<file path="src/rtl/cordic_pkg.sv">
// cordic_pkg: mode encodings and gain-compensation constants shared by the CORDIC core and its output stage
package cordic_pkg;
  typedef enum logic [1:0] {LINEAR = 2'b00, CIRCULAR = 2'b01, RESERVED = 2'b10, HYPERBOLIC = 2'b11} coord_e;
  typedef enum logic {ROTATION = 1'b0, VECTORING = 1'b1} op_e;
  localparam int FRAC_BITS  = 16;
  localparam int K_INV_CIRC = 39797;
  localparam int K_INV_HYP  = 79134;
endpackage

</file>
<file path="src/rtl/cordic_out_fifo.sv">
// cordic_out_fifo: synchronous FIFO whose head output holds the last popped entry while empty
module cordic_out_fifo #(
  parameter int DW    = 99,
  parameter int DEPTH = 4
) (
  input  logic                       clk,
  input  logic                       rst,
  input  logic                       push,
  input  logic                       pop,
  input  logic [DW-1:0]              din,
  output logic [DW-1:0]              dout,
  output logic                       full,
  output logic                       empty,
  output logic [$clog2(DEPTH):0]     count
);
  localparam int AW = $clog2(DEPTH);
  logic [DW-1:0] mem [DEPTH];
  logic [DW-1:0] last;
  logic [AW-1:0] wr_ptr, rd_ptr;
  logic wr, rd;
  assign empty = count == '0;
  assign full  = count == (AW+1)'(DEPTH);
  assign rd    = pop && !empty;
  assign wr    = push && (!full || rd);
  assign dout  = empty ? last : mem[rd_ptr];
  always_ff @(posedge clk)
    if (wr) mem[wr_ptr] <= din;
  always_ff @(posedge clk) begin
    if (rst) begin
      wr_ptr <= '0;
      rd_ptr <= '0;
      count  <= '0;
      last   <= '0;
    end else begin
      if (wr) wr_ptr <= wr_ptr + 1'b1;
      if (rd) begin
        rd_ptr <= rd_ptr + 1'b1;
        last   <= mem[rd_ptr];
      end
      count <= count + (AW+1)'(wr) - (AW+1)'(rd);
    end
  end
endmodule

</file>
<file path="src/rtl/cordic_gain_comp.sv">
// cordic_gain_comp: removes CORDIC gain from x/y, rounds and saturates, and buffers results behind valid/ready
module cordic_gain_comp #(
  parameter int WIDTH      = 32,
  parameter int FRAC_BITS  = cordic_pkg::FRAC_BITS,
  parameter int FIFO_DEPTH = 4
) (
  input  logic             clk,
  input  logic             rst,
  input  logic             in_valid,
  input  logic             in_mode_op,
  input  logic [1:0]       in_mode_coord,
  input  logic [WIDTH-1:0] in_x,
  input  logic [WIDTH-1:0] in_y,
  input  logic [WIDTH-1:0] in_z,
  output logic             out_valid,
  input  logic             out_ready,
  output logic [WIDTH-1:0] out_x,
  output logic [WIDTH-1:0] out_y,
  output logic [WIDTH-1:0] out_z,
  output logic             out_mode_op,
  output logic [1:0]       out_mode_coord,
  output logic             overflow,
  output logic             busy
);
  import cordic_pkg::*;
  localparam int DW = 3*WIDTH + 3;
  localparam logic signed [WIDTH-1:0]   KC    = WIDTH'(K_INV_CIRC);
  localparam logic signed [WIDTH-1:0]   KH    = WIDTH'(K_INV_HYP);
  localparam logic signed [WIDTH-1:0]   UNITY = WIDTH'(1) << FRAC_BITS;
  localparam logic signed [2*WIDTH-1:0] RND   = (2*WIDTH)'(1) << (FRAC_BITS-1);
  localparam logic signed [2*WIDTH-1:0] MAXV  = {{(WIDTH+1){1'b0}}, {(WIDTH-1){1'b1}}};
  localparam logic signed [2*WIDTH-1:0] MINV  = ~MAXV;
  function automatic logic [WIDTH-1:0] rnd_sat(input logic signed [2*WIDTH-1:0] p);
    logic signed [2*WIDTH-1:0] r;
    r = (p + RND) >>> FRAC_BITS;
    return r > MAXV ? MAXV[WIDTH-1:0] : r < MINV ? MINV[WIDTH-1:0] : r[WIDTH-1:0];
  endfunction
  logic                      s1_valid, s2_valid, s1_op, s2_op;
  logic [1:0]                s1_coord, s2_coord;
  logic signed [WIDTH-1:0]   s1_x, s1_y, gx, gy, k;
  logic [WIDTH-1:0]          s1_z, s2_z;
  logic signed [2*WIDTH-1:0] s2_px, s2_py;
  logic                      comp, full, empty, pop;
  logic [DW-1:0]             din, dout;
  logic [$clog2(FIFO_DEPTH):0] count;
  // Pass-through fields use a unity gain; round/shift of v*2^FRAC_BITS returns v exactly.
  assign comp = s1_coord == CIRCULAR || s1_coord == HYPERBOLIC;
  assign k    = s1_coord == HYPERBOLIC ? KH : KC;
  assign gx   = comp ? k : UNITY;
  assign gy   = comp && s1_op == ROTATION ? k : UNITY;
  always_ff @(posedge clk) begin
    if (rst) begin
      s1_valid <= 1'b0;
      s2_valid <= 1'b0;
      overflow <= 1'b0;
    end else begin
      s1_valid <= in_valid;
      s2_valid <= s1_valid;
      overflow <= overflow | (s2_valid && full && !pop);
    end
    if (in_valid) begin
      s1_x     <= in_x;
      s1_y     <= in_y;
      s1_z     <= in_z;
      s1_op    <= in_mode_op;
      s1_coord <= in_mode_coord;
    end
    s2_px    <= $signed({{WIDTH{s1_x[WIDTH-1]}}, s1_x}) * $signed({{WIDTH{gx[WIDTH-1]}}, gx});
    s2_py    <= $signed({{WIDTH{s1_y[WIDTH-1]}}, s1_y}) * $signed({{WIDTH{gy[WIDTH-1]}}, gy});
    s2_z     <= s1_z;
    s2_op    <= s1_op;
    s2_coord <= s1_coord;
  end
  assign din = {s2_op, s2_coord, rnd_sat(s2_px), rnd_sat(s2_py), s2_z};
  assign out_valid = !empty;
  assign pop = out_valid && out_ready;
  assign {out_mode_op, out_mode_coord, out_x, out_y, out_z} = dout;
  assign busy = s1_valid | s2_valid | !empty;
  cordic_out_fifo #(.DW(DW), .DEPTH(FIFO_DEPTH)) u_fifo (
    .clk   (clk),
    .rst   (rst),
    .push  (s2_valid),
    .pop   (pop),
    .din   (din),
    .dout  (dout),
    .full  (full),
    .empty (empty),
    .count (count)
  );
endmodule

</file>
<file path="config.mk">
export PLATFORM = sky130hd
export DESIGN_NAME = cordic_gain_comp
export DESIGN_NICKNAME = d
export VERILOG_FILES = /design/src/rtl/cordic_pkg.sv /design/src/rtl/cordic_out_fifo.sv /design/src/rtl/cordic_gain_comp.sv
export SDC_FILE = /design/constraint.sdc
export NUM_CORES = 2
export LEC_CHECK = 0
export BUFFER_PORTS_ARGS = -buffer_cell sky130_fd_sc_hd__buf_2
export CAP_MARGIN = 20
export CORE_MARGIN = 5
export CORE_UTILIZATION = 30
export DETAILED_ROUTE_END_ITERATION = 12
export PLACE_DENSITY_LB_ADDON = 0.2
export SETUP_SLACK_MARGIN = 0.1
export SYNTH_ARGS = -nofsm -noshare
export SYNTH_HDL_FRONTEND = slang
export SYNTH_HIERARCHICAL = 1
export SYNTH_SLANG_ARGS = --single-unit
</file>
<file path="constraint.sdc">
create_clock -name clk -period 8.9 [get_ports clk]
set_input_delay 0.89 -clock clk [delete_from_list [all_inputs] [get_ports clk]]
set_output_delay 0.89 -clock clk [all_outputs]
set_load 0.01 [all_outputs]
</file>
==> results_dict.tcl <==
set metrics [dict create \
    outcome "finished clean" \
    synth.area.top_cells "fa_1 30%, edfxtp_1 26%, ha_1 8.2%, inv_1 8.1%, dfxtp_1 7.6%" \
    synth_async_sr_flop_share_pct 0 \
    viasPerCell 4.364 \
    drt-initial-drc-count 1562 \
    place.gp.congestion 0.8705 \
    dr_wl_met3_mm 6.458 \
    htree_levels 3 \
    setup_violations 0 \
    grt_antenna_before_repair 19 \
    power_leakage_nw 29.28 \
    cts_sinks 711 \
    synthDistinctLibCells 75 \
    cts_setup_buffers 0 \
    final.period_utilization_pct 86.43 \
    detail_route.first_pass.iterations 5 \
    ys.flop_type "edfxtp_1" \
    top_routing_layer_in_use "met5" \
    crit_chain "buf_12 > nor2_2 > buf_4 > nor2b_1 > ha_1 > fa_1 > fa_1 > fa_1 > fa_1 > inv_1 > fa_1 > inv_1 > ha_1 > a21o_1 > nor3b_1 > o221ai_1 > nor3b_1 > a211oi_1 > o21ai_0 > a21o_1 > a21oi_1 > xnor2_1" \
    wire_per_inst_um 19.55 \
    holdBufCountCts 0 \
    design.final.nets 6229 \
    setup_repair_after_global_routing_missed_its_margin "no" \
    cap_violations 0 \
    setup_slack_of_the_worst_register_to_register_path_ns 1.21 \
    netlist_area_um2 57100 \
    worst-endpoint-arrival_ns 8.29 \
    critPathMaxFanout 34 \
    final_hold_viol_count 0 \
    skew_ns 0.03318 \
    grt_use_total_pct 14.84 \
    placement_rows 160 \
    timing.critical_path.to_type "flop" \
    metal2_wl_mm 64.52 \
    pin_count 205 \
    synthToLayoutAreaGrowth_pct 12.19 \
    synth.yosys.warnings 6 \
    critical_path_buf_inv_count 4 \
    initial_utilization_pct 30.09 \
    final.setup.tns_ns 0 \
    floorplan.core_area_um2 189800 \
    cts.path.max_buffers 3 \
    dr_total_vias 32650 \
    route.final.wire_length_mm 146.3 \
    yosysTopAreaCellShare_pct 30.18 \
    critical-path-slowest-cell "edfxtp_1" \
    most_common_cell_type_on_the_critical_path "fa_1" \
    criticalPathCategory "reg -> reg" \
    grt_start_max_net_pins 67 \
    clkLatencyLatePin_ns 0.69 \
    dieArea_um2 199200 \
    synthMostInstantiatedCell "inv_1" \
    wirelength_met1_mm 72.43 \
    dieHeight_um 446.3 \
    ys_seq_area_share_pct 33.60 \
    path_delay_family "adder cells" \
    drc 0 \
    clockRootBuffer "clkbuf_16" \
    netlist.top_cell.by_area "fa_1" \
    syn_inst 4658 \
    floorplan.die.width_um 446.3 \
    finalNonFillerCells 7482 \
    power.ir.vdd_worst_v 0.0003704 \
    power.density_cell_area_nw_per_um2 364.4 \
    dp.final_hpwl_mm 117.4 \
    tightestPinTransition_ns 1.041 \
    via_count_of_the_first_global_routing_pass 35980 \
    timing.final.crit_period_ns 7.692 \
    postRouteAntennaNets 0 \
    timing_max_transition_violations_final 0 \
    start_kind "flop" \
    fillerInstances 18980 \
    cts-buffers-inserted 85 \
    slew-limit-headroom_pct 30.46 \
    grt_pass1_wl_mm 224.9 \
    critical_path_required_ns 9.50 \
    post_cts_resize_count 0 \
    syn_area_per_cell_um2 12.26 \
    synth_edf_count 495 \
    cts_tree "yes" \
    crit_path_max_incr_delay_ns 0.70 \
    buffer_ports.inserted 204 \
    grt_overflow_total 0 \
    number_of_placed_cells_counting_well_taps 7315 \
    ys_seq_elements 711 \
    cts.clk_slew.worst_paths_ns 0.07 \
    synth.top_cells.by_count "1231 x inv_1, 861 x fa_1, 495 x edfxtp_1" \
    hold_path.class "reg -> reg" \
    clock.fmax_mhz 130.0 \
    layout_cells_sized_above_1_pct 14.08 \
]
worst reg2reg max path: stages, from the launching register on:
cell and delay [ns]:
edfxtp_1 0.70, buf_12 0.30, nor2_2 0.71, buf_4 0.42, nor2b_1 0.14, ha_1 0.33
fa_1 0.45, fa_1 0.61, fa_1 0.45, fa_1 0.49, inv_1 0.05, fa_1 0.48
inv_1 0.04, ha_1 0.36, a21o_1 0.25, nor3b_1 0.19, o221ai_1 0.19, nor3b_1 0.19
a211oi_1 0.43, o21ai_0 0.27, a21o_1 0.25, a21oi_1 0.17, xnor2_1 0.13
cell usage in the layout (no fill, tap or decap), drive strengths merged, types with 17 or more instances in the layout:
cell / count
a21oi: 87
and3: 26
nor3: 17
ha: 373
a21o: 43
or2: 73
nand3: 39
and2: 50
inv: 1235
clkbuf: 120
mux4: 99
buf: 235
dfxtp: 216
a22o: 99
nand2: 203
o21ai: 82
nor2b: 55
nand4: 22
edfxtp: 495
clkinv: 24
xnor2: 114
nor2: 81
mux2: 100
fa: 861
xor2: 69
path summary, 6_finish.rpt:
path	endpoint	cells past startpoint	start
min reg2reg	s2_z[25]$_DFF_P_	0	s1_z[25]$_DFFE_PP_
max reg2reg	s2_py[47]$_DFF_P_	22	s1_coord[1]$_DFFE_PP_
min	s2_z[25]$_DFF_P_	0	s1_z[25]$_DFFE_PP_
max	s2_py[47]$_DFF_P_	22	s1_coord[1]$_DFFE_PP_
logic make-up (layout without fill, tap and decap cells):
| family | count (synthesis) | count (layout) | synth area share, % |
|---|---|---|---|
| simple gates | 596 | 596 | 5.296 |
| buf+inv | 1332 | 1627 | 8.979 |
| mux | 206 | 206 | 5.999 |
| xor+xnor | 183 | 183 | 2.807 |
| compound gates | 394 | 394 | 4.945 |
| flops | 711 | 711 | 33.60 |
| fa+ha+maj | 1234 | 1234 | 38.36 |
| other cells | 2 | 20 | 0.01315 |
through the flow:
step                      total power, mW  worst slack (ns)  hold slack [ns]  utilization, %  cell area [um^2]
final                               23.35             1.208           0.3332           33.76             64060
after global routing                25.80            0.7062           0.3071           33.75             64050
after CTS                           23.76             1.176           0.2752           33.74             64030
after detailed placement            19.98             1.223           0.3269           32.21             61120
after global placement              19.96             1.249           0.3281           32.21             61120
after floorplan                     15.76             1.911           0.3233               -             57150
per-layer routing:
| metal | GRT usage [%] | vias to the layer above |
|---|---|---|
| li1 | - | 15270 |
| met5 | 0 | - |
| met2 | 22.80 | 558 |
| met3 | 2.435 | 155 |
| met1 | 22.01 | 16650 |
| met4 | 3.388 | 18 |
state kept, by name, summed over array words and instances (netlist names), named ones only:
register and count:
s1_valid 1, s2_coord 2, s2_z 32, u_fifo/last 99
s1_z 32, s1_y 32, s1_coord 2, s1_op 1
s2_valid 1, u_fifo/mem 396, overflow 1, u_fifo/wr_ptr 2
s1_x 32, s2_px 35, s2_py 35, s2_op 1
u_fifo/count 3, u_fifo/rd_ptr 2
final cells by class:
cell class / instances / area (um^2) / area share (%)
repair buffers: 235 / 1310 / 2.045
multi-input cells: 2627 / 32870 / 51.31
well taps: 2511 / 3142 / 4.904
inverters: 1232 / 4624 / 7.218
diodes: 6 / 15.01 / 0.02344
clock buffers: 120 / 2442 / 3.812
clock inverters: 40 / 465.4 / 0.7265
flip-flops and latches: 711 / 19200 / 29.96
where the power goes:
group,internal [mW],total (mW),switching (mW),leakage (nW)
combinational,6.20,15.0,8.84,21.6
sequential,4.43,4.72,0.288,6.31
clock,2.11,3.59,1.49,1.40
total,12.7,23.3,10.6,29.3
No activity file was read; power rests on OpenSTA's default activity.
